[src/rtl/avr_tick_scheduler.sv]
// Round-robin tick scheduler that shares one tick/pin-sync path between NCORES AVR cores.
// Per-core dividers raise tick requests; a command FSM runs, halts and single-steps cores.
module avr_tick_scheduler #(
  parameter int unsigned NCORES = 4,
  parameter int unsigned DIVW   = 8
) (
  input  logic                        clk,
  input  logic                        rst_n,
  input  logic [NCORES*DIVW-1:0]      div_cfg,
  input  logic                        cfg_load,
  input  logic                        cmd_valid,
  output logic                        cmd_ready,
  input  logic [1:0]                  cmd_op,
  input  logic [NCORES-1:0]           cmd_mask,
  output logic                        cmd_done,
  output logic                        cmd_err,
  output logic [NCORES-1:0]           tick,
  output logic                        sync_strobe,
  output logic [$clog2(NCORES)-1:0]   sync_core,
  output logic [NCORES-1:0]           running,
  output logic [NCORES-1:0]           overrun
);

  localparam int unsigned IW = $clog2(NCORES);

  localparam logic [1:0] OpRun  = 2'b00;
  localparam logic [1:0] OpHalt = 2'b01;
  localparam logic [1:0] OpStep = 2'b10;

  typedef enum logic [1:0] {StIdle, StDrain, StSwait, StDone} state_e;

  logic [DIVW-1:0]   div_q [NCORES];
  logic [DIVW-1:0]   div_d [NCORES];
  logic [DIVW-1:0]   cnt_q [NCORES];
  logic [DIVW-1:0]   cnt_d [NCORES];
  logic [NCORES-1:0] pend_q, pend_d, pend_eff;
  logic [NCORES-1:0] step_q, step_d;
  logic [NCORES-1:0] running_q, running_d;
  logic [NCORES-1:0] overrun_q, overrun_d;
  logic [NCORES-1:0] tick_q;
  logic [NCORES-1:0] active, expire;
  logic [NCORES-1:0] run_set, run_clr, step_set, step_clr, step_after;
  logic [IW-1:0]     rr_ptr_q, rr_nxt, gnt_idx, gnt_idx_q, sync_core_q;
  logic [NCORES-1:0] gnt_oh;
  logic              gnt_valid, sync_strobe_q;

  state_e            state_q;
  logic [NCORES-1:0] mask_q;
  logic              err_lat_q, cmd_ready_q, cmd_done_q, cmd_err_q;
  logic              accept;

  assign accept = cmd_valid & cmd_ready_q;

  // Command side effects on run/step bits happen in the accept cycle.
  always_comb begin
    run_set  = '0;
    run_clr  = '0;
    step_set = '0;
    step_clr = '0;
    if (accept) begin
      case (cmd_op)
        OpRun: begin
          run_set  = cmd_mask;
          step_clr = cmd_mask;
        end
        OpHalt:  run_clr  = cmd_mask;
        OpStep:  step_set = cmd_mask & ~running_q;
        default: ;
      endcase
    end
  end

  assign step_after = (step_q | (cmd_mask & ~running_q)) & cmd_mask;

  // Round-robin search of pending requests starting at rr_ptr.
  always_comb begin : arb
    logic [IW:0] idx;
    gnt_valid = 1'b0;
    gnt_idx   = '0;
    for (int k = 0; k < NCORES; k++) begin
      idx = {1'b0, rr_ptr_q} + (IW+1)'(k);
      if (idx >= (IW+1)'(NCORES)) idx = idx - (IW+1)'(NCORES);
      if (!gnt_valid && pend_q[idx[IW-1:0]]) begin
        gnt_valid = 1'b1;
        gnt_idx   = idx[IW-1:0];
      end
    end
    gnt_oh = '0;
    if (gnt_valid) gnt_oh[gnt_idx] = 1'b1;
    rr_nxt = (gnt_idx == IW'(NCORES - 1)) ? '0 : gnt_idx + IW'(1);
  end

  // A stepping core stops counting once its single request is pending.
  always_comb begin
    active = '0;
    expire = '0;
    for (int i = 0; i < NCORES; i++) begin
      active[i] = running_q[i] | (step_q[i] & ~pend_q[i]);
      expire[i] = active[i] & (cnt_q[i] == '0) & ~cfg_load;
      div_d[i]  = cfg_load ? div_cfg[i*DIVW +: DIVW] : div_q[i];
      if (cfg_load)       cnt_d[i] = div_cfg[i*DIVW +: DIVW];
      else if (active[i]) cnt_d[i] = (cnt_q[i] == '0) ? div_q[i] : cnt_q[i] - DIVW'(1);
      else                cnt_d[i] = cnt_q[i];
    end
    // A request granted this cycle frees its slot for a same-cycle expiry.
    pend_eff  = pend_q & ~gnt_oh;
    pend_d    = pend_eff | expire;
    overrun_d = overrun_q | (pend_eff & expire);
    running_d = (running_q & ~run_clr) | run_set;
    step_d    = ((step_q & ~gnt_oh) | step_set) & ~step_clr;
  end

  always_ff @(posedge clk) begin
    if (!rst_n) begin
      for (int i = 0; i < NCORES; i++) begin
        div_q[i] <= '0;
        cnt_q[i] <= '0;
      end
      pend_q        <= '0;
      step_q        <= '0;
      running_q     <= '0;
      overrun_q     <= '0;
      tick_q        <= '0;
      rr_ptr_q      <= '0;
      gnt_idx_q     <= '0;
      sync_strobe_q <= 1'b0;
      sync_core_q   <= '0;
    end else begin
      for (int i = 0; i < NCORES; i++) begin
        div_q[i] <= div_d[i];
        cnt_q[i] <= cnt_d[i];
      end
      pend_q        <= pend_d;
      step_q        <= step_d;
      running_q     <= running_d;
      overrun_q     <= overrun_d;
      tick_q        <= gnt_oh;
      gnt_idx_q     <= gnt_idx;
      if (gnt_valid) rr_ptr_q <= rr_nxt;
      sync_strobe_q <= |tick_q;
      sync_core_q   <= (|tick_q) ? gnt_idx_q : '0;
    end
  end

  always_ff @(posedge clk) begin
    if (!rst_n) begin
      state_q     <= StIdle;
      mask_q      <= '0;
      err_lat_q   <= 1'b0;
      cmd_ready_q <= 1'b1;
      cmd_done_q  <= 1'b0;
      cmd_err_q   <= 1'b0;
    end else begin
      cmd_done_q <= 1'b0;
      cmd_err_q  <= 1'b0;
      case (state_q)
        StIdle: begin
          if (accept) begin
            cmd_ready_q <= 1'b0;
            mask_q      <= cmd_mask;
            err_lat_q   <= 1'b0;
            case (cmd_op)
              OpRun:   state_q <= StDone;
              OpHalt:  state_q <= StDrain;
              OpStep:  state_q <= (step_after == '0) ? StDone : StSwait;
              default: begin
                err_lat_q <= 1'b1;
                state_q   <= StDone;
              end
            endcase
          end
        end
        StDrain: if ((pend_q & mask_q) == '0) state_q <= StDone;
        StSwait: if ((step_q & mask_q) == '0) state_q <= StDone;
        StDone: begin
          cmd_done_q  <= 1'b1;
          cmd_err_q   <= err_lat_q;
          cmd_ready_q <= 1'b1;
          state_q     <= StIdle;
        end
        default: state_q <= StIdle;
      endcase
    end
  end

  assign cmd_ready   = cmd_ready_q;
  assign cmd_done    = cmd_done_q;
  assign cmd_err     = cmd_err_q;
  assign tick        = tick_q;
  assign sync_strobe = sync_strobe_q;
  assign sync_core   = sync_core_q;
  assign running     = running_q;
  assign overrun     = overrun_q;

endmodule

[config.mk]
export PLATFORM = sky130hd
export DESIGN_NAME = avr_tick_scheduler
export DESIGN_NICKNAME = d
export VERILOG_FILES = /design/src/rtl/avr_tick_scheduler.sv
export SDC_FILE = /design/constraint.sdc
export NUM_CORES = 1
export LEC_CHECK = 0
export BUFFER_PORTS_ARGS = -buffer_cell sky130_fd_sc_hd__buf_4
export CORE_AREA = 2 2 102 104
export DETAILED_ROUTE_END_ITERATION = 10
export DIE_AREA = 0 0 104 106
export PLACE_DENSITY = 0.82
export SETUP_SLACK_MARGIN = 0.5
export SYNTH_ARGS = -nofsm -noshare
export SYNTH_HDL_FRONTEND = slang
export SYNTH_SLANG_ARGS = --single-unit
[constraint.sdc]
create_clock -name clk -period 2.2 [get_ports clk]
set_input_delay 0 -clock clk [delete_from_list [all_inputs] [get_ports clk]]
set_output_delay 0 -clock clk [all_outputs]
set_load 0.05 [all_outputs]
==> impl_metrics.csv <==
group,metric,value,unit
power_and_ir_drop,power.switching,1.59,mW
power_and_ir_drop,power_frac_seq,0.442,
global_routing,grtUsageTotal,0.254,
power_and_ir_drop,p_int,3.21,mW
critical_path,critPathLaunchType,"flop",
layout,fin_nets,828,
timing,finClkSkew,0.00940,ns
yosys,async_flop_share,0,
clock_network,cts_buffer_depth,2,
clock_network,clkLatencyLatePin,0.37,ns
detailed_routing,drc,0,
timing,slew_headroom,0.505,
yosys,syn_area_per_cell,8.10,um2
timing,setup_viol_count_final,0,
critical_path,path_cells,"inv_2 > ha_4 > or4b_4 > or2_4 > buf_6 > a2bb2oi_2 > o311ai_1 > nor2_1",
outcome,status,"finished, final reports clean",
detailed_routing,drt_iter0_markers,373,
yosys,synth_nets,696,
timing,hold_viol,0,
critical_path,slowest_delay,0.46,ns
yosys,synth_flop_cell,"dfxtp_1",
run,drv_cap,0,
critical_path,end_kind,"flop",
global_routing,antenna_found_initial,0,
clock_network,tritoncts,"done",
detailed_routing,viasPerCell,5.88,
worst_hold_path,min-delay-path-class,"in2reg",
worst_hold_path,hold_start,"div_cfg[31]",
place,portBuffers,59,
floorplanning,dieHeight,106,um
detailed_routing,vias,5321,
yosys,syn_inst,632,
critical_path,path_max_fanout,4,
detailed_routing,finalWirelength,15600,um
clock_network,path_clk_slew,0.10,ns
detailed_routing,dr.pass1.iters,5,
power_and_ir_drop,peakVddDrop,0.000391,V
yosys,syn_area,0.00512,mm2
timing,fin_crit,2.02,ns
detailed_routing,antenna_left,0,
global_routing,grt_pass1_wl,23100,um
timing,tns,0,ns
clock_network,cts_sinks,101,
yosys,synth-edff-count,0,
floorplanning,floorplan.initialDensity,0.512,
yosys,ys_seq_area_frac,0.395,
place,gp_congestion,0.910,
critical_path,worstPathRequired,2.46,ns
yosys,ys_top_cells_by_area,"dfxtp_1 (39%), nor2_1 (6.1%), mux2i_1 (6.1%)",
timing,report.final.slew_viol_count,0,
yosys,yosys_warnings,0,
clock_network,cts_made_buffers,9,
power_and_ir_drop,leakage,2.93,nW
power_and_ir_drop,p_per_area,685,mW/mm2
global_routing,overflow,0,
place,detailed_place_hpwl,8950,um
layout,drive_gt1_frac,0.298,
floorplanning,ios,60,
timing,worst_slew_pin_slew,0.741,ns
critical_path,critical_path_class,"reg2reg",
layout,utilization,0.701,
power_and_ir_drop,switching_share,0.332,
critical_path,slowest_stage,"or4b_4",
layout,final_cell_mix,"buf_4 (105), dfxtp_1 (84), nor2_1 (76)",
critical_path,ff2ff_path_depth,8,
layout,final_common_cell,"buf_4",
yosys,synth_cell_types,57,
yosys,yosysTopAreaCellShare,0.395,
clock_network,cts-root-buf,"clkbuf_8",
detailed_routing,wl_per_cell,17.2,um
global_routing,grt_max_degree,38,
critical_path,arrival,2.29,ns
critical_path,reg2reg_from,"cnt_q[3][1]$_SDFFE_PN0P_",
critical_path,r2r_end,"cnt_q[3][2]$_SDFFE_PN0P_",
critical_path,regToRegSetupSlack,0.18,ns
yosys,synth_top_area_cell,"dfxtp_1",
global_routing,grt_pass1_vias,5030,
clock_network,htree_levels,3,
layout,syn2layout_area_growth,36.9,%
floorplanning,coreArea,0.0100,mm2
power_and_ir_drop,pwr-share-clk,0.249,
yosys,synth_seq_cells,101,
timing,rsz0062_at_grt,"yes",
layout,antenna_cells,0,
timing,max_freq,495,MHz
worst_hold_path,worstHoldEndpoint,"div_q[3][7]$_SDFFE_PN0P_",
floorplanning,rows,37,
worst_hold_path,worst_hold_path.num_cells,4,
power_and_ir_drop,p_comb_frac,0.309,
floorplanning,die_w,104,um
timing,fin_crit_sh,0.919,
floorplanning,die-area,0.0110,mm2
how the worst max path moves through the flow:
stage,from,endpoint,slack (ns)
finish,cnt_q[3][1]$_SDFFE_PN0P_,cnt_q[3][2]$_SDFFE_PN0P_,0.18
detailed placement,cnt_q[3][1]$_SDFFE_PN0P_,cnt_q[3][3]$_SDFFE_PN0P_,0.18
global route,rr_ptr_q[1]$_SDFFE_PN0P_,overrun[3]$_SDFF_PN0_,0.13
CTS,cnt_q[0][4]$_SDFFE_PN0P_,cnt_q[0][0]$_SDFFE_PN0P_,0.22
global placement,cnt_q[2][3]$_SDFFE_PN0P_,cnt_q[2][1]$_SDFFE_PN0P_,0.23
floorplan,cnt_q[0][5]$_SDFFE_PN0P_,cnt_q[0][0]$_SDFFE_PN0P_,0.18
what timing repair did:
action	4_1_cts	5_1_grt
hold endpoints to repair	60	0
setup buffers	24	22
pin swaps	18	33
endpoints found under the setup margin	39	47
cloned	1	0
resized for setup	38	68
hold buffers	36	0
worst max-delay path, delay by kind of cell (launching register included):
kind | cells | cell delay [ns]
buffers and inverters | 2 | 0.22
DFF | 1 | 0.34
AOI/OAI and AO/OA | 2 | 0.39
adders and majority gates | 1 | 0.14
and+or+nand+nor | 3 | 0.82
layout make-up:
| class | instances | area, um2 |
|---|---|---|
| clock buffer | 10 | 128 |
| clock inverter | 6 | 63.8 |
| fill | 743 | 2990 |
| inverter | 33 | 134 |
| multi-input combinational | 466 | 3170 |
| sequential | 101 | 2060 |
| tap | 136 | 170 |
| timing repair buffer | 153 | 1280 |
power groups by stage:
stage / logic (mW) / clock network [mW] / registers [mW]
floorplan: 0.781 / 0 / 2.15
global placement: 1.03 / 0 / 2.14
detailed placement: 1.07 / 0 / 2.15
CTS: 1.26 / 1.20 / 2.10
global route: 1.59 / 1.26 / 2.14
finish: 1.48 / 1.19 / 2.12
layer usage:
metal	global-route usage	part of all wire	vias to the layer above
li1	-	-	2515
met1	0.309	0.41	2517
met2	0.447	0.50	245
met3	0.0527	0.067	44
met4	0.0878	0.022	0
met5	0	0	-
cell usage after synthesis, types with 3 or more instances:
cell      count
dfxtp_1     101
nor2_1       83
nand2_1      65
a21oi_1      56
o21ai_0      39
inv_1        32
mux2i_1      31
clkbuf_1     28
nor3_1       24
ha_1         22
a31oi_1      12
and3_1       10
a211o_1       9
a22oi_1       9
nand3_1       8
a211oi_1      7
and2_1        6
nor2b_1       6
mux2_2        5
nand2b_1      5
nor4_1        5
or3_1         5
a32oi_1       4
nand4_1       4
o211ai_1      4
a221oi_1      3
buf_1         3
o41ai_1       3
xnor2_1       3
registers in the layout (all words and copies together) (netlist names):
| signal | cells |
|---|---|
| cnt_q | 32 |
| pend_q | 4 |
| state_q | 2 |
| sync_strobe | 1 |
| gnt_idx_q | 2 |
| div_q | 32 |
| step_q | 4 |
| overrun | 4 |
| cmd_ready | 1 |
| tick | 4 |
| running | 4 |
| sync_core | 2 |
| cmd_done | 1 |
| err_lat_q | 1 |
| mask_q | 4 |
| rr_ptr_q | 2 |
| cmd_err | 1 |
cell families after synthesis:
group | Yosys count | synth area share
simple gates | 235 | 0.213
compound gates | 168 | 0.207
flops | 101 | 0.395
buf+inv | 66 | 0.0521
mux | 36 | 0.0716
fa+ha+maj | 22 | 0.0538
xor+xnor | 4 | 0.00684
stage by stage:
step	instance area, um2	hold slack [ns]	total power [mW]	setup slack [ns]	instances
4_1_cts	6600	0.00390	4.57	0.217	883
3_3_place_gp	5740	0.241	3.17	0.228	806
6_report	7010	0.00910	4.80	0.178	905
5_1_grt	7010	0.0200	5.00	0.130	905
2_1_floorplan	5200	0.144	2.93	0.182	632
3_5_place_dp	5740	0.250	3.22	0.178	806
No activity file was read; power rests on OpenSTA's default activity.
